--- config.mk ---
export PLATFORM = sky130hd
export DESIGN_NAME = lighting_actuator
export DESIGN_NICKNAME = d
export VERILOG_FILES = /design/src/rtl/lighting_actuator.sv
export SDC_FILE = /design/constraint.sdc
export NUM_CORES = 1
export LEC_CHECK = 0
export BUFFER_PORTS_ARGS = -buffer_cell sky130_fd_sc_hd__clkbuf_2
export CAP_MARGIN = 20
export CELL_PAD_IN_SITES_DETAIL_PLACEMENT = 1
export CELL_PAD_IN_SITES_GLOBAL_PLACEMENT = 1
export CORE_ASPECT_RATIO = 1.4
export CORE_MARGIN = 2
export CORE_UTILIZATION = 40
export DETAILED_ROUTE_END_ITERATION = 10
export PLACE_DENSITY_LB_ADDON = 0.1
export SETUP_SLACK_MARGIN = 0.1
export SYNTH_ARGS = -nofsm -noshare
export SYNTH_HDL_FRONTEND = slang
export SYNTH_SLANG_ARGS = --single-unit
--- constraint.sdc ---
create_clock -name clk -period 1.84 [get_ports clk]
set_input_delay 0.368 -clock clk [delete_from_list [all_inputs] [get_ports clk]]
set_output_delay 0.368 -clock clk [all_outputs]
set_load 0.05 [all_outputs]
--- src/rtl/lighting_actuator.sv ---
// lighting_actuator: steps the window-shade motor one unit at a time toward the
// requested level and switches lamps one at a time (with a minimum gap between
// toggles) to limit inrush current. Shade and lamp paths run independently.
module lighting_actuator #(
    parameter int STEP_CYCLES = 8,   // cycles per one-unit shade move, >= 2
    parameter int LAMP_GAP    = 4    // minimum cycles between lamp toggles, >= 1
) (
    input  logic        clk,
    input  logic        rst_n,
    input  logic [3:0]  wshade,
    input  logic [15:0] lightstate,
    output logic [3:0]  shade_pos,
    output logic        motor_up,
    output logic        motor_down,
    output logic [15:0] lamp_out,
    output logic        busy
);

    localparam int TW = $clog2(STEP_CYCLES);
    localparam int GW = (LAMP_GAP > 1) ? $clog2(LAMP_GAP) : 1;
    localparam logic [TW-1:0] STEP_LAST = TW'(STEP_CYCLES - 1);
    localparam logic [TW-1:0] TIMER_ONE = TW'(1);
    localparam logic [TW-1:0] TIMER_ZERO = {TW{1'b0}};
    localparam logic [GW-1:0] GAP_LOAD = GW'(LAMP_GAP - 1);
    localparam logic [GW-1:0] GAP_ONE = GW'(1);
    localparam logic [GW-1:0] GAP_ZERO = {GW{1'b0}};

    typedef enum logic [1:0] {
        S_IDLE = 2'd0,
        S_UP   = 2'd1,
        S_DOWN = 2'd2,
        S_STOP = 2'd3
    } state_e;

    // Isolates the lowest set bit of a 16-bit vector (two's-complement trick).
    function automatic logic [15:0] lowest_bit(input logic [15:0] v);
        return v & (~v + 16'd1);
    endfunction

    logic [3:0]    shade_tgt_q;
    logic [15:0]   lamp_tgt_q;
    state_e        state_q, state_d;
    logic [TW-1:0] timer_q, timer_d;
    logic [3:0]    shade_pos_q, shade_pos_d;
    logic          motor_up_q, motor_up_d;
    logic          motor_down_q, motor_down_d;
    logic [15:0]   lamp_out_q, lamp_out_d;
    logic [GW-1:0] gap_q, gap_d;
    logic [15:0]   mismatch_s;

    // Capture the requested targets every cycle; all decisions use these copies.
    always_ff @(posedge clk or negedge rst_n) begin
        if (!rst_n) begin
            shade_tgt_q <= 4'd0;
            lamp_tgt_q  <= 16'd0;
        end else begin
            shade_tgt_q <= wshade;
            lamp_tgt_q  <= lightstate;
        end
    end

    // Shade FSM next state, step timer and position update.
    always_comb begin
        state_d     = state_q;
        timer_d     = timer_q;
        shade_pos_d = shade_pos_q;
        case (state_q)
            S_IDLE: begin
                timer_d = TIMER_ZERO;
                if (shade_tgt_q > shade_pos_q) begin
                    state_d = S_UP;
                end else if (shade_tgt_q < shade_pos_q) begin
                    state_d = S_DOWN;
                end else begin
                    state_d = S_IDLE;
                end
            end
            S_UP: begin
                if (shade_tgt_q <= shade_pos_q) begin
                    // target reached or reversed: drop the partial step
                    state_d = S_STOP;
                    timer_d = TIMER_ZERO;
                end else if (timer_q == STEP_LAST) begin
                    shade_pos_d = shade_pos_q + 4'd1;
                    timer_d     = TIMER_ZERO;
                    if ((shade_pos_q + 4'd1) == shade_tgt_q) begin
                        state_d = S_STOP;
                    end else begin
                        state_d = S_UP;
                    end
                end else begin
                    timer_d = timer_q + TIMER_ONE;
                end
            end
            S_DOWN: begin
                if (shade_tgt_q >= shade_pos_q) begin
                    state_d = S_STOP;
                    timer_d = TIMER_ZERO;
                end else if (timer_q == STEP_LAST) begin
                    shade_pos_d = shade_pos_q - 4'd1;
                    timer_d     = TIMER_ZERO;
                    if ((shade_pos_q - 4'd1) == shade_tgt_q) begin
                        state_d = S_STOP;
                    end else begin
                        state_d = S_DOWN;
                    end
                end else begin
                    timer_d = timer_q + TIMER_ONE;
                end
            end
            default: begin
                // S_STOP: one cycle with both motors off
                state_d = S_IDLE;
                timer_d = TIMER_ZERO;
            end
        endcase
        // motor flops follow the state being entered, so they track state_q exactly
        motor_up_d   = (state_d == S_UP);
        motor_down_d = (state_d == S_DOWN);
    end

    // Lamp sequencer: toggle the lowest mismatching lamp, then hold off for the gap.
    always_comb begin
        mismatch_s = lamp_out_q ^ lamp_tgt_q;
        lamp_out_d = lamp_out_q;
        gap_d      = gap_q;
        if (mismatch_s == 16'd0) begin
            gap_d = GAP_ZERO;
        end else if (gap_q == GAP_ZERO) begin
            lamp_out_d = lamp_out_q ^ lowest_bit(mismatch_s);
            gap_d      = GAP_LOAD;
        end else begin
            gap_d = gap_q - GAP_ONE;
        end
    end

    // State, timers and registered outputs.
    always_ff @(posedge clk or negedge rst_n) begin
        if (!rst_n) begin
            state_q      <= S_IDLE;
            timer_q      <= TIMER_ZERO;
            shade_pos_q  <= 4'd0;
            motor_up_q   <= 1'b0;
            motor_down_q <= 1'b0;
            lamp_out_q   <= 16'd0;
            gap_q        <= GAP_ZERO;
        end else begin
            state_q      <= state_d;
            timer_q      <= timer_d;
            shade_pos_q  <= shade_pos_d;
            motor_up_q   <= motor_up_d;
            motor_down_q <= motor_down_d;
            lamp_out_q   <= lamp_out_d;
            gap_q        <= gap_d;
        end
    end

    assign shade_pos  = shade_pos_q;
    assign motor_up   = motor_up_q;
    assign motor_down = motor_down_q;
    assign lamp_out   = lamp_out_q;
    assign busy       = (state_q != S_IDLE) | (shade_tgt_q != shade_pos_q) |
                        (mismatch_s != 16'd0);

endmodule
# Word level (Yosys, flattened, before mapping)
# Index checks and enable logic that the tools add are counted.
[totals]
regBits = 49
latch_bits = 0
ramBits = 0
romBits = 0
output_inout_bits = 23
elab_cells = 65
memories = 0
[op_classes]
addsub = 5
multipliers = 0
n_div = 0
n_lt_le_gt_ge = 4
eq_ne = 12
shifts = 0
mux = 20
bitwise = 7
n_reduce_logical = 8
[ops]
columns = ["operator", "count"]
rows = [
  ["XOR 16 bit", 2],
  ["two-way mux 2 bit", 9],
  ["adder 16 x 1 -> 16 bit, second input constant", 1],
  ["AND 16 bit", 1],
  ["zero test 16 bit", 1],
  ["two-way mux 4 bit", 4],
  ["NOT 16 bit", 1],
  ["nonzero test 16 bit", 1],
  ["two-way mux 3 bit", 3],
  ["== test 4 bit", 2],
  ["inequality test 2 bit, second input constant", 4],
  ["one-hot mux 4 bit (2 select lines)", 1],
  ["one-hot mux 2 bit (3 select lines)", 1],
  ["one-hot mux 3 bit (2 select lines)", 1],
  ["AND reduction 5 bit", 1],
  ["adder 4 x 1 -> 4 bit, second input constant", 1],
  ["== test 2 x 1 -> 1 bit, second input constant", 2],
  ["== test 2 bit, second input constant", 2],
  ["greater-or-equal comparator 4 bit", 1],
  ["> comparator 4 bit", 1],
  ["less-or-equal comparator 4 bit", 1],
  ["zero test 2 bit", 2],
  ["< comparator 4 bit", 1],
  ["inequality test 4 bit", 1],
  ["9 further kinds", 11],
]

# Longest topological paths before layout
# Gate-level depths: netlist (run 1).
[depth]
word_depth = 7
depth_mapped = 8
ltp_nobuf = 7

# Least setup slack after synthesis (run 1)
# No wires, ideal clock.
[synth_timing]
kind = "register to output"
start = "register with a tool-made name"
end = "output busy"
arrival_time_ns = 2.045
t_required_ns = 1.472
setup_slack_ns = -0.573
path_stages_with_launch = 6
cell_sequence = "dfrtp_1 -> xor2_1 -> nor4_4 -> nand4_2 -> nor2b_1 -> nand3_1"
[synth_lines]
columns = ["element", "line", "rtl"]
rows = [
  ["end: declaration", "16", "output logic busy"],
]

# Worst setup path in the final report (run 1)
[layout_timing]
start = "register lamp_tgt_q[12]"
end = "output busy"
[layout_via]
elab_chain_len = 3
[layout_rtl]
columns = ["element", "line", "rtl"]
rows = [
  ["start: declaration", "41", "logic [15:0] lamp_tgt_q;"],
  ["start signal: assignment", "58", "lamp_tgt_q <= lightstate;"],
  ["XOR 16 bit", "124", "mismatch_s = lamp_out_q ^ lamp_tgt_q;"],
  ["nonzero test 16 bit", "163", "(mismatch_s != 16'd0);"],
  ["OR 1 bit", "162", "assign busy = (state_q != S_IDLE) | (shade_tgt_q != shade_pos_q) |"],
]
# No other way between the ends.

==> results.md, run 1 <==
Clock network:
- The clock tree synthesis step divided the H-tree into 2 levels.
- The CTS root buffer is sky130_fd_sc_hd__clkbuf_8.
- In this run, post-CTS hold repair placed 0 buffers.
- The insertion delay of the later-clocked pin in the worst-skew pair is 0.31 ns.
- The longest clock path from root to sink contains 2 buffers.
- TritonCTS built the clock tree.
- The clock transition at the registers of the reported paths is 0.09 ns.
- The total CTS buffers is 5.
- The clock drives 49 sinks.

Synthesis:
- The post-synthesis average cell area is 11.9 µm².
- The predominant post-synthesis flop cell is sky130_fd_sc_hd__dfrtp_1.
- Of all flip-flops after synthesis, the portion carrying an async set or reset was 100%.
- The number of flops mapped to enable cells by yosys is 0.
- The synthesized netlist occupies a cell area of about 2500 µm².
- The number of register bits inferred by synthesis is 49.
- The share of the Yosys chip area taken by registers is 49.9%.
- The post-synthesis cell count is between 200 and 250.
- The Yosys step of the flow raised 0 warnings.
- The number of nets in the synthesized netlist is 242.
- The number of library cell types mapped by synthesis is between 40 and 50.

Setup path:
- The capturing element type of the critical path is a primary output.
- The setup path with the least slack is of type reg2out.
- In this run the worst path has a maximum fanout of 2.
- STA puts the critical path data required time at 1.47 ns.
- STA classifies the critical path startpoint as a register.
- At the worst endpoint, the arrival time is 1.90 ns.

Placed design:
- After detailed placement, the total cell area comes to about 3300 µm².
- The wire-length estimate of the detail-placed layout is 5000 µm.
- The number of buffers inserted by port buffering is 44.
- The routability congestion estimate is between 0.8 and 0.9.

Global routing:
- The first global-routing pass estimated 13500 µm of wire.
- The met3 track demand over resource is 3.54%.
- Entering global routing, the biggest net connects 50 pins.
- After global routing, the most crowded layer is met2.
- The total congestion overflow after global routing is 0.
- The number of global-route vias before repair is around 2500.
- Global routing used 25.5% of the available tracks across all layers.
- For this run, global-route usage on met2 was measured as 50.9%.
- For this run, global-route usage on met1 was measured as 25.2%.
- The initial antenna violation count is 0.

Routing:
- For this run, design rule violations remaining after detail routing come to 0.
- For this block, the routed nets add up to between 8000 and 9000 µm of wire.
- The number of DRC markers after the initial detailed-route iteration is 74.
- The final antenna-violating net count is 0.
- The number of detailed-routing iterations run before antenna repair is 4.
- For this block, the via count after detailed routing is about 2200.
- Using the TritonRoute via totals, the vias-per-cell ratio works out to 5.33.
- After detailed routing, the average wire length per cell comes to 21.8 µm.

Timing:
- The final hold violation count is 0.
- For the pin with the worst max-slew slack, the measured transition is approximately 0.46 ns.
- After layout, the worst path uses 123% of the clock period.
- The peak clock frequency supported by timing is between 400 and 500 MHz.
- The final worst clock skew is 0.00530 ns.
- The count of final setup violators is 22.
- Measured against its own limit, the worst slew margin works out to 69.2%.
- For the finished layout, the period the worst path requires is roughly 2.3 ns.
- Setup slack on the critical path of the routed design comes to -0.430 ns.
- The max-slew violation total from the final report is 0.
- Setup repair after global routing could not meet its margin everywhere.

Floorplan:
- The core outline area is 5900 µm².
- Measured along the x axis, the die boundary spans 70.3 µm.
- For this configuration, the core starts out at a cell density of 41.6%.
- The total number of placement rows is 33.
- Pin placement for this block handled 45 I/O pins.
- The die outline area is around 7000 µm².
- The die is 96.8 µm tall.

Finish:
- The post-route netlist has 66.5% of its cells at a drive strength greater than 1.
- The net count of the finished layout is 369.
- The antenna diode instance count is 0.
- Leaving out fill and tap cells, the most frequent cell in the layout is sky130_fd_sc_hd__buf_4.
- The top cell types in the final layout, fill and taps aside, are 66 x sky130_fd_sc_hd__buf_4, 42 x sky130_fd_sc_hd__clkbuf_2, 36 x sky130_fd_sc_hd__dfrtp_1.
- The final design area excluding fillers is a little over 4000 µm².
- Relative to the synthesized area, the layout overhead comes to 65.8%.

Power and ir drop:
- The maximum resistive drop on vdd is 545 µV.
- The leakage dissipation is 1.88 nW.
- The total power per unit cell area is 950 nW/µm².
- Power comes to roughly 3.9 mW.

Status:
- The checks that failed: setup timing.
- The flow ran to the end, but the final reports show violations.

Run:
- The number of maximum-capacitance violations is 0.

Hold path:
- In this run the worst hold path is classified as in2async.
## per-layer routing
layer,share of wire [%],vias to the layer above
met5,0,-
met4,2.8,0
met3,1.9,20
met2,61,44
met1,34,1108
li1,-,981
## where the power goes
group          total, mW  internal [mW]  switching (mW)
Clock              0.820          0.442           0.377
Sequential          1.35           1.22           0.130
Combinational       1.70          0.685            1.02
Total               3.87           2.35            1.53
## worst max-delay path: stages (launching register included)
cell and delay [ns]:
sky130_fd_sc_hd__dfrtp_1 0.42, sky130_fd_sc_hd__xnor2_1 0.30, sky130_fd_sc_hd__and3_1 0.26, sky130_fd_sc_hd__nand4_2 0.16, sky130_fd_sc_hd__nor2b_4 0.19, sky130_fd_sc_hd__nand3_4 0.09, sky130_fd_sc_hd__buf_8 0.16
## worst paths after layout
| kind | start | endpoint | slack [ns] | depth (start not counted) |
|---|---|---|---|---|
| hold / removal | rst_n | async pin | 0.05 | 2 |
| setup / recovery | lamp_tgt_q[12]$_DFF_PN0_ | busy | -0.43 | 6 |
| max in group asynchronous | rst_n | async pin | 1.55 | 2 |
| hold reg to reg | timer_q[0]$_DFF_PN0_ | timer_q[0]$_DFF_PN0_ | 0.48 | 1 |
| setup reg to reg | lamp_tgt_q[1]$_DFF_PN0_ | register | -0.31 | 6 |
| min in group clk | wshade[1] | shade_tgt_q[1]$_DFF_PN0_ | 0.16 | 1 |
## cell usage after synthesis (2+ instances only)
| master | number | area [µm²] |
|---|---|---|
| sky130_fd_sc_hd__ha_1 | 14 | 175 |
| sky130_fd_sc_hd__o21ai_0 | 3 | 15.0 |
| sky130_fd_sc_hd__nand3_1 | 8 | 40.0 |
| sky130_fd_sc_hd__xnor2_1 | 17 | 149 |
| sky130_fd_sc_hd__a21oi_1 | 12 | 60.1 |
| sky130_fd_sc_hd__and2_1 | 2 | 12.5 |
| sky130_fd_sc_hd__and3_1 | 3 | 18.8 |
| sky130_fd_sc_hd__o211ai_1 | 3 | 22.5 |
| sky130_fd_sc_hd__dfrtp_1 | 49 | 1230 |
| sky130_fd_sc_hd__nand2_1 | 9 | 33.8 |
| sky130_fd_sc_hd__mux2_2 | 4 | 45.0 |
| sky130_fd_sc_hd__nor2_1 | 7 | 26.3 |
| sky130_fd_sc_hd__mux2_4 | 2 | 30.0 |
| sky130_fd_sc_hd__nor2b_1 | 5 | 31.3 |
| sky130_fd_sc_hd__nand4_1 | 4 | 25.0 |
| sky130_fd_sc_hd__nand4b_1 | 2 | 17.5 |
| sky130_fd_sc_hd__nor3b_1 | 2 | 15.0 |
| sky130_fd_sc_hd__nor3_2 | 2 | 20.0 |
| sky130_fd_sc_hd__inv_1 | 12 | 45.0 |
| sky130_fd_sc_hd__nor4_2 | 2 | 25.0 |
| sky130_fd_sc_hd__xor2_1 | 9 | 78.8 |
| sky130_fd_sc_hd__nor3_1 | 3 | 15.0 |
| sky130_fd_sc_hd__mux2_1 | 10 | 113 |
| sky130_fd_sc_hd__nor4_1 | 2 | 12.5 |
| sky130_fd_sc_hd__nor3b_2 | 3 | 37.5 |
## per-stage QoR
stage,util (%),TNS [ns],std cells,setup WS (ns),hold slack [ns]
after floorplan,-,-1.63,206,-0.254,0.0724
after global placement,56.7,-0.507,375,-0.110,0.379
after detailed placement,56.7,-1.22,375,-0.135,0.382
after CTS,65.8,-1.76,396,-0.390,0.0559
after global routing,69.0,-5.28,404,-0.502,0.0614
final,69.0,-3.36,404,-0.430,0.0518
## area by class of cell
cell class / instances / area (µm²)
Tap cell: 70 / 87.6
Clock buffer: 6 / 82.6
Sequential cell: 49 / 1240
Fill cell: 591 / 1830
Multi-Input combinational cell: 144 / 1700
Inverter: 12 / 50.0
Timing Repair Buffer: 121 / 878
Clock inverter: 2 / 37.5
## cells by family (layout without fill, tap and decap cells)
logic type / Yosys count / count (layout) / share of synthesized area [%]
AOI/OAI and AO/OA: 25 / 25 / 6.51
muxes: 16 / 16 / 7.63
and+or+nand+nor: 63 / 63 / 17.6
DFF: 49 / 49 / 49.9
adders and majority gates: 14 / 14 / 7.12
buffers and inverters: 13 / 141 / 2.04
xor gates and xnor gates: 26 / 26 / 9.26
## what timing repair did
action                                  in CTS  in global routing
pin swaps                                   27                 21
gates cloned                                 0                  0
gates resized for setup                     63                 27
endpoints found under the setup margin      25                 26
setup buffers                               15                 10
hold endpoints to repair                     0                  0
No activity file was read; power rests on OpenSTA's default activity.
==> run 2: changes to the inputs <==
--- a/config.mk
+++ b/config.mk
@@ -14,6 +14,7 @@
 export CORE_UTILIZATION = 40
 export DETAILED_ROUTE_END_ITERATION = 10
 export PLACE_DENSITY_LB_ADDON = 0.1
+export REMOVE_ABC_BUFFERS = 1
 export SETUP_SLACK_MARGIN = 0.1
 export SYNTH_ARGS = -nofsm -noshare
 export SYNTH_HDL_FRONTEND = slang
==> run 2 against run 1 <==
  * The run still ends with setup timing left
  * Non-clock buffer count rose by 3
  * Critical endpoint unchanged
  * Wire length is 7.4% lower
  * Maximum frequency decreased by 3.7%
  * Power is 3.2% lower
  * Die area unchanged
  * Critical path depth is the same
  * Clock power is 2% higher
  * Combinational power is 6% lower
  * Utilization down 2.1 points
  * Via count increased by 1.2%
  * Design area down 3.0%
==> results.md, run 2 (same netlist as run 1, synthesis figures left out) <==
Global routing:
- The total congestion overflow after global routing is 0 (unchanged).
- The first-pass GRT wire length is 12100 µm (was 13500 µm).
- The total routing usage reported by global routing is 23.1% (was 25.5%).
- The pin count of the biggest net entering global routing is 24 (was 50).
- The met2 capacity usage during global routing is 43.5% (was 50.9%).
- The number of global-route vias before repair is 2397 (was 2548).
- The initial antenna violation count is 0 (unchanged).
- The most utilized layer in the global route result is met2 (unchanged).
- The met3 track demand over resource is 4.38% (was 3.54%).
- The fraction of met1 tracks used by global routing is 22.9% (was 25.2%).

Finish:
- The most common cell after layout, fill and taps aside is sky130_fd_sc_hd__buf_4 (unchanged).
- The final-stage net count is 372 (was 369).
- Highest-count cells in the layout ignoring fill and taps: 68 x sky130_fd_sc_hd__buf_4, 49 x sky130_fd_sc_hd__dfrtp_1, 42 x sky130_fd_sc_hd__clkbuf_2 (was 66 x sky130_fd_sc_hd__buf_4, 42 x sky130_fd_sc_hd__clkbuf_2, 36 x sky130_fd_sc_hd__dfrtp_1).
- The number of fill cells in the layout came to 601 (was 591).
- The antenna diode instance count is 0 (unchanged).
- The synthesis-to-finish area growth is 60.8% (was 65.8%).
- The area used by multi-input combinational logic came to 1580 µm² (was 1700 µm²).
- The ratio of cells with drive above 1 in the final layout is 60.2% (was 66.5%).
- The flip-flop and latch area is 1230 µm² (was 1240 µm²).
- The post-route non-filler standard cell count is 407 (was 404).

Timing:
- The count of final setup violators came to 20 (was 22).
- The remaining max-slew budget at the tightest pin is 59.0% (was 69.2%).
- The final worst clock skew is 0.00218 ns (was 0.00530 ns).
- The final period demand of the worst path was 2.36 ns (was 2.27 ns).
- The post-layout worst setup margin came to -0.518 ns (was -0.430 ns).
- The max-slew violation total from the final report is 0 (unchanged).
- Setup repair after global routing missed its margin: true (unchanged).
- The total negative setup slack was -3.70 ns (was -3.36 ns).
- The transition time at the pin with the least slew margin was 0.616 ns (was 0.458 ns).
- The final hold violation count is 0 (unchanged).
- The post-route clock period utilization is 128% (was 123%).
- The peak clock frequency supported by timing came to 424 MHz (was 440 MHz).

Clock network:
- The CTS tree is done (unchanged).
- The number of buffers on the longest clock path came to 2 (unchanged).
- The H-tree depth reported by CTS is 2 (unchanged).
- The clock sink total came to 49 (unchanged).
- The total CTS buffers was 5 (unchanged).
- The CTS root buffer is sky130_fd_sc_hd__clkbuf_8 (unchanged).
- The insertion delay of the later-clocked pin in the worst-skew pair is 0.32 ns (was 0.31 ns).
- The clock transition at the registers of the reported paths is 0.09 ns (about the same).
- The number of buffers inserted by hold repair at cts is 0 (unchanged).

Routing:
- The mean routed wirelength per cell is 20.1 µm (was 21.8 µm).
- The number of DRC markers after the initial detailed-route iteration was 93 (was 74).
- The number of detailed-routing iterations run before antenna repair is 4 (unchanged).
- The overall routed net length is 8170 µm (was 8820 µm).
- The total via count after detailed routing is 2178 (was 2153).
- The final routed DRC violation total is 0 (unchanged).
- The per-cell via count in the routed design is 5.35 (was 5.33).
- The final antenna-violating net count was 0 (unchanged).

Placed design:
- The count of placed standard cells including taps was 374 (was 375).
- The routability congestion estimate was 0.846 (was 0.860).
- The number of buffers inserted by port buffering is 44 (unchanged).
- The worst slack after detailed placement is -0.322 ns (was -0.135 ns).
- The post-DP HPWL is 4850 µm (was 5000 µm).

Floorplan:
- The total number of placement rows came to 33 (unchanged).
- The core outline area was 5900 µm² (unchanged).
- The vertical extent of the die was 96.8 µm (unchanged).
- The top-level I/O count came to 45 (unchanged).
- The starting density of the core is 41.6% (unchanged).
- The chip width is 70.3 µm (unchanged).
- The die outline area came to 6800 µm² (unchanged).

Status:
- Result of the run: finished with violations (unchanged).
- Violations in the final reports: setup timing (unchanged).

Setup path:
- The data required time of the worst path came to 1.47 ns (about the same).
- The type of element launching the critical path is a register (unchanged).
- The largest driver fanout on the critical path is 2 (unchanged).
- The capturing element type of the critical path is a primary output (unchanged).
- The type of the worst setup path was reg2out (unchanged).
- The arrival time of the worst setup path was 1.99 ns (was 1.90 ns).

Power and ir drop:
- The maximum resistive drop on vdd is 466 µV (was 545 µV).
- The total power per unit cell area is 948 nW/µm² (was 950 nW/µm²).
- The leakage dissipation is 1.88 nW (about the same).
- The sum of internal, switching and leakage power is 3.75 mW (was 3.87 mW).

Run:
- The number of maximum-capacitance violations is 0 (unchanged).

Hold path:
- The path category of the worst min-delay check is in2async (unchanged).
[run 2: changes by cell type in the layout (fill, tap and decap cells not counted), sizes merged]
cell,before,now
buf,78,82
clkbuf,49,48
[run 2: power by group]
part / switching (mW) / internal [mW]
logic: 0.956 / 0.639
registers: 0.109 / 1.21
clock network: 0.391 / 0.442
[run 2: through the flow]
| step | cell area, µm² | hold WS (ns) | utilization [%] |
|---|---|---|---|
| 2_1_floorplan | 2450 | 0.0724 | - |
| 3_3_place_gp | 3190 | 0.399 | 54.0 |
| 3_5_place_dp | 3190 | 0.405 | 54.0 |
| 4_1_cts | 3730 | 0.0584 | 63.2 |
| 5_1_grt | 3950 | 0.0908 | 66.9 |
| 6_report | 3950 | 0.0465 | 66.9 |
[run 2: per-layer routing]
metal	part of all wire, %	wire, µm	up-vias
li1	-	-	984
met4	3.2	263	0
met5	0	0	-
met3	3.0	248	20
met2	60	4920	61
met1	33	2730	1113
[run 2: final timing paths]
path                                     startpoint                       end  slack [ns]  depth (start not counted)
min in group clk                          wshade[0]  shade_tgt_q[0]$_DFF_PN0_        0.15                          1
hold / removal                                rst_n  lamp_tgt_q[15]$_DFF_PN0_        0.05                          1
setup / recovery           lamp_tgt_q[13]$_DFF_PN0_                      busy       -0.52                          6
setup reg to reg           lamp_tgt_q[13]$_DFF_PN0_                  register       -0.31                          7
hold reg to reg                timer_q[0]$_DFF_PN0_      timer_q[0]$_DFF_PN0_        0.47                          1
max in group asynchronous                     rst_n  shade_pos[1]$_DFFE_PN0P_        1.23                          2
[run 2: final cells by class]
class | count | area share, %
multi-input combinational | 144 | 39.9
timing repair buffer | 124 | 22.6
sequential | 49 | 31.0
clock inverter | 2 | 0.950
tap | 70 | 2.22
clock buffer | 6 | 2.09
inverter | 12 | 1.20
[run 2: critical path, cell delays in order, from the launching register on]
cell	delay (ns)
sky130_fd_sc_hd__dfrtp_1	0.42
sky130_fd_sc_hd__xnor2_1	0.33
sky130_fd_sc_hd__and3_1	0.29
sky130_fd_sc_hd__nand4_2	0.19
sky130_fd_sc_hd__nor2b_4	0.19
sky130_fd_sc_hd__nand3_2	0.09
sky130_fd_sc_hd__buf_8	0.16
[run 2: repair_timing]
action / CTS / global route
setup buffers: 15 / 12
endpoints found under the setup margin: 25 / 25
pin swaps: 41 / 20
resized for setup: 67 / 30
==> run 3: changes to the inputs <==
--- a/config.mk
+++ b/config.mk
@@ -5,13 +5,14 @@
 export SDC_FILE = /design/constraint.sdc
 export NUM_CORES = 1
 export LEC_CHECK = 0
+export ABC_AREA = 1
 export BUFFER_PORTS_ARGS = -buffer_cell sky130_fd_sc_hd__clkbuf_2
 export CAP_MARGIN = 20
 export CELL_PAD_IN_SITES_DETAIL_PLACEMENT = 1
 export CELL_PAD_IN_SITES_GLOBAL_PLACEMENT = 1
 export CORE_ASPECT_RATIO = 1.4
 export CORE_MARGIN = 2
-export CORE_UTILIZATION = 40
+export CORE_UTILIZATION = 37
 export DETAILED_ROUTE_END_ITERATION = 10
 export PLACE_DENSITY_LB_ADDON = 0.1
 export REMOVE_ABC_BUFFERS = 1
==> constraint.sdc (replaced) <==
create_clock -name clk -period 1.9 [get_ports clk]
set_input_delay 0.38 -clock clk [delete_from_list [all_inputs] [get_ports clk]]
set_output_delay 0.38 -clock clk [all_outputs]
set_load 0.05 [all_outputs]
==> run 3 against run 2 <==
  * Sequential power decreased by 3%
  * Design area down 4.2%
  * Clock power is 22% lower
  * Critical path type unchanged
  * Synthesized area increased by 7.8%
  * Highest routed layer unchanged
  * Clock skew rose by 0.0032 ns
  * Critical endpoint unchanged
  * The flow finishes with violations (hold timing, setup timing)
==> results.md, run 3 <==
Power and ir drop:
- The maximum resistive drop on vdd is 559 µV (was 466 µV).
- The leakage dissipation was 1.94 nW (was 1.88 nW).
- The total power per unit cell area is 842 nW/µm² (was 948 nW/µm²).

Floorplan:
- The top-level I/O count came to 45 (unchanged).
- The chip width is 75.5 µm (was 70.3 µm).
- The total number of placement rows came to 36 (was 33).
- The starting density of the core was 38.2% (was 41.6%).
- The die outline area is 7860 µm² (was 6800 µm²).
- The core outline area was 6940 µm² (was 5900 µm²).
- The vertical extent of the die is 104 µm (was 96.8 µm).

Setup path:
- The capturing element type of the critical path was a primary output (unchanged).
- The data required time of the worst path is 1.52 ns (was 1.47 ns).
- The highest-delay cell along the critical path is sky130_fd_sc_hd__dfrtp_2 (was sky130_fd_sc_hd__dfrtp_1).
- The total buffers and inverters traversed by the critical path came to 1 (unchanged).
- The critical register-to-register path startpoint is shade_pos[0]$_DFFE_PN0P_ (was lamp_tgt_q[13]$_DFF_PN0_).
- The worst-case register-to-register setup slack came to 0.10 ns (was -0.31 ns).
- The arrival time of the worst setup path is 1.66 ns (was 1.99 ns).
- The largest driver fanout on the critical path came to 3 (was 2).
- The cell class contributing the biggest share of worst-path delay is simple AND/OR/NAND/NOR gates (unchanged).
- Crit-path cells: xnor2_2 -> nand2_1 -> nor2_2 -> nand2_2 -> nor2_4 -> nand3_2 -> buf_8 (was xnor2_1 -> and3_1 -> nand4_2 -> nor2b_4 -> nand3_2 -> buf_8).
- The type of the worst setup path is reg2out (unchanged).
- The delay contributed by the slowest stage of the critical path was 0.46 ns (was 0.42 ns).
- The type of element launching the critical path is a register (unchanged).
- The logic depth of the worst register-to-register path is 14 (was 7).
- The endpoint identified for the worst register-to-register timing path is motor_down$_DFF_PN0_.

Synthesis:
- The number of flops mapped to enable cells by yosys is 0 (unchanged).
- Main area contributors after synthesis: sky130_fd_sc_hd__dfrtp_1 46%, sky130_fd_sc_hd__nand2_1 14%, sky130_fd_sc_hd__nand3_1 7.6%, sky130_fd_sc_hd__ha_1 6.6%, sky130_fd_sc_hd__inv_1 5.5% (was sky130_fd_sc_hd__dfrtp_1 50%, sky130_fd_sc_hd__ha_1 7.1%, sky130_fd_sc_hd__xnor2_1 6.1%, sky130_fd_sc_hd__mux2_1 4.6%, sky130_fd_sc_hd__xor2_1 3.2%).
- The post-synthesis cell count is 326 (was 206).
- The number of warnings printed during yosys synthesis is 0 (unchanged).
- The leading area contributor after synthesis is sky130_fd_sc_hd__dfrtp_1 (unchanged).
- The post-synthesis average cell area was 8.13 µm² (was 11.9 µm²).
- The predominant post-synthesis flop cell is sky130_fd_sc_hd__dfrtp_1 (unchanged).
- Synth cell count leaders: 97 x sky130_fd_sc_hd__nand2_1, 49 x sky130_fd_sc_hd__dfrtp_1, 40 x sky130_fd_sc_hd__nand3_1 (was 49 x sky130_fd_sc_hd__dfrtp_1, 17 x sky130_fd_sc_hd__xnor2_1, 14 x sky130_fd_sc_hd__ha_1).
- The post-synthesis async set-or-reset flop share was 100% (unchanged).
- The cell area after technology mapping is 2650 µm² (was 2460 µm²).
- The register area share after synthesis is 46.3% (was 49.9%).
- The most frequently used cell type in the post-synthesis netlist is sky130_fd_sc_hd__nand2_1 (was sky130_fd_sc_hd__dfrtp_1).
- The area share of the leading cell type in the synthesized netlist is 46.3% (was 49.9%).
- The number of register bits inferred by synthesis was 49 (unchanged).
- The number of library cell types mapped by synthesis is 26 (was 42).

Global routing:
- The pin count of the biggest net entering global routing was 35 (was 24).
- The total congestion overflow after global routing is 0 (unchanged).
- The initial antenna violation count is 0 (unchanged).
- The number of global-route vias before repair came to 2650 (was 2397).
- The total routing usage reported by global routing is 19.2% (was 23.1%).
- The first-pass GRT wire length came to 11600 µm (was 12100 µm).

Finish:
- The most common cell after layout, fill and taps aside is sky130_fd_sc_hd__nand2_1 (was sky130_fd_sc_hd__buf_4).
- The final core utilization came to 54.6% (was 66.9%).
- The antenna diode instance count came to 0 (unchanged).
- The ratio of cells with drive above 1 in the final layout is 42.4% (was 60.2%).
- The number of fill cells in the layout is 858 (was 601).
- The final-stage net count came to 460 (was 372).
- The post-route non-filler standard cell count came to 520 (was 407).
- The synthesis-to-finish area growth is 42.8% (was 60.8%).
- Highest-count cells in the layout ignoring fill and taps: 83 x sky130_fd_sc_hd__nand2_1, 46 x sky130_fd_sc_hd__dfrtp_1, 43 x sky130_fd_sc_hd__clkbuf_2, 43 x sky130_fd_sc_hd__buf_4, 30 x sky130_fd_sc_hd__inv_1 (was 68 x sky130_fd_sc_hd__buf_4, 49 x sky130_fd_sc_hd__dfrtp_1, 42 x sky130_fd_sc_hd__clkbuf_2).

Placed design:
- The number of buffers inserted by port buffering came to 44 (unchanged).
- The post-DP HPWL is 5350 µm (was 4850 µm).
- The count of placed standard cells including taps is 488 (was 374).
- The worst slack after detailed placement came to 0.0238 ns (was -0.322 ns).
- The routability congestion estimate is 0.848 (was 0.846).

Routing:
- The number of detailed-routing iterations run before antenna repair is 4 (unchanged).
- The final routed DRC violation total is 0 (unchanged).
- The overall routed net length is 7540 µm (was 8170 µm).
- The final antenna-violating net count is 0 (unchanged).
- The total via count after detailed routing is 2488 (was 2178).
- The mean routed wirelength per cell was 14.5 µm (was 20.1 µm).
- The number of DRC markers after the initial detailed-route iteration came to 84 (was 93).
- The per-cell via count in the routed design was 4.78 (was 5.35).

Status:
- Violations in the final reports: hold timing, setup timing (was setup timing).
- Result of the run: finished with violations (unchanged).

Timing:
- The final worst hold slack was -0.00385 ns (was 0.0465 ns).
- The remaining max-slew budget at the tightest pin is 69.5% (was 59.0%).
- Timing would allow up to about 490 MHz.
- The post-route clock period utilization is 108%.
- The count of final setup violators is 1 (was 20).
- The max-slew violation total from the final report is 0 (unchanged).
- Setup repair after global routing missed its margin: true (unchanged).
- The total negative setup slack was -0.144 ns (was -3.70 ns).
- The final worst clock skew is 0.00540 ns (was 0.00218 ns).
- The post-layout worst setup margin is -0.144 ns (was -0.518 ns).
- The final hold violation count is 10 (was 0).
- The transition time at the pin with the least slew margin is 0.457 ns (was 0.616 ns).
- The routed design could run at a clock period as short as 2.04 ns.

Clock network:
- The insertion delay of the later-clocked pin in the worst-skew pair is 0.31 ns (was 0.32 ns).
- The CTS tree is done (unchanged).
- The total CTS buffers was 5 (unchanged).
- The number of buffers inserted by hold repair at cts is 0 (unchanged).
- The number of buffers on the longest clock path was 2 (unchanged).
- The H-tree depth reported by CTS was 2 (unchanged).
- The clock sink total is 49 (unchanged).
- The CTS root buffer is sky130_fd_sc_hd__clkbuf_8 (unchanged).
- The clock transition at the registers of the reported paths is 0.10 ns (was 0.09 ns).

Run:
- The number of maximum-capacitance violations came to 0 (unchanged).

Hold path:
- The path category of the worst min-delay check was in2async (unchanged).
## run 3: what timing repair did
action | 4_1_cts | 5_1_grt
buffers inserted | 10 | 14
gates resized for setup | 15 | 69
setup endpoints to repair | 5 | 23
pin swaps | 10 | 28
## run 3: layout make-up
cell class / count / area (µm²) / area share [%]
Multi-Input combinational cell: 232 / 1520 / 40.1
Inverter: 40 / 158 / 4.17
Clock inverter: 3 / 21.3 / 0.562
Sequential cell: 49 / 1230 / 32.5
Clock buffer: 5 / 68.8 / 1.82
Timing Repair Buffer: 96 / 672 / 17.8
Tap cell: 95 / 119 / 3.14
## run 3: power by group
part	switching (mW)	internal, mW
logic	0.765	0.491
clock network	0.387	0.262
registers	0.114	1.17
total	1.27	1.92
## run 3: worst max-delay path by stage
stage | to | slack (ns) | depth (start not counted)
floorplan | busy | -0.29 | 7
global placement | busy | 0.05 | 7
detailed placement | shade_pos[1]$_DFFE_PN0P_ | 0.02 | 12
CTS | busy | -0.16 | 7
global route | busy | -0.24 | 7
finish | busy | -0.14 | 7
## run 3: routing by layer
metal / track usage [%] / vias to the layer above / share of wire, %
met5: 0 / - / 0
met4: 5.76 / 0 / 2.0
met3: 3.00 / 12 / 2.1
met2: 37.3 / 34 / 59
met1: 19.7 / 1229 / 37
li1: - / 1213 / -
## run 3: cell families after synthesis
group                      count (synthesis)  synth area share (%)
and+or+nand+nor                          187                  30.8
AOI/OAI and AO/OA                         11                  2.17
adders and majority gates                 14                  6.61
DFF                                       49                  46.3
muxes                                      1                 0.378
xor gates and xnor gates                  19                  6.85
buffers and inverters                     45                  6.94
## run 3: metrics by stage
stage               hold slack [ns]  instance area, µm²  total power [mW]
global placement              0.343                3180              2.29
global route                 0.0182                3780              3.39
finish                     -0.00385                3780              3.19
floorplan                    0.0844                2620              1.99
detailed placement            0.345                3180              2.32
CTS                         0.00288                3440              3.10
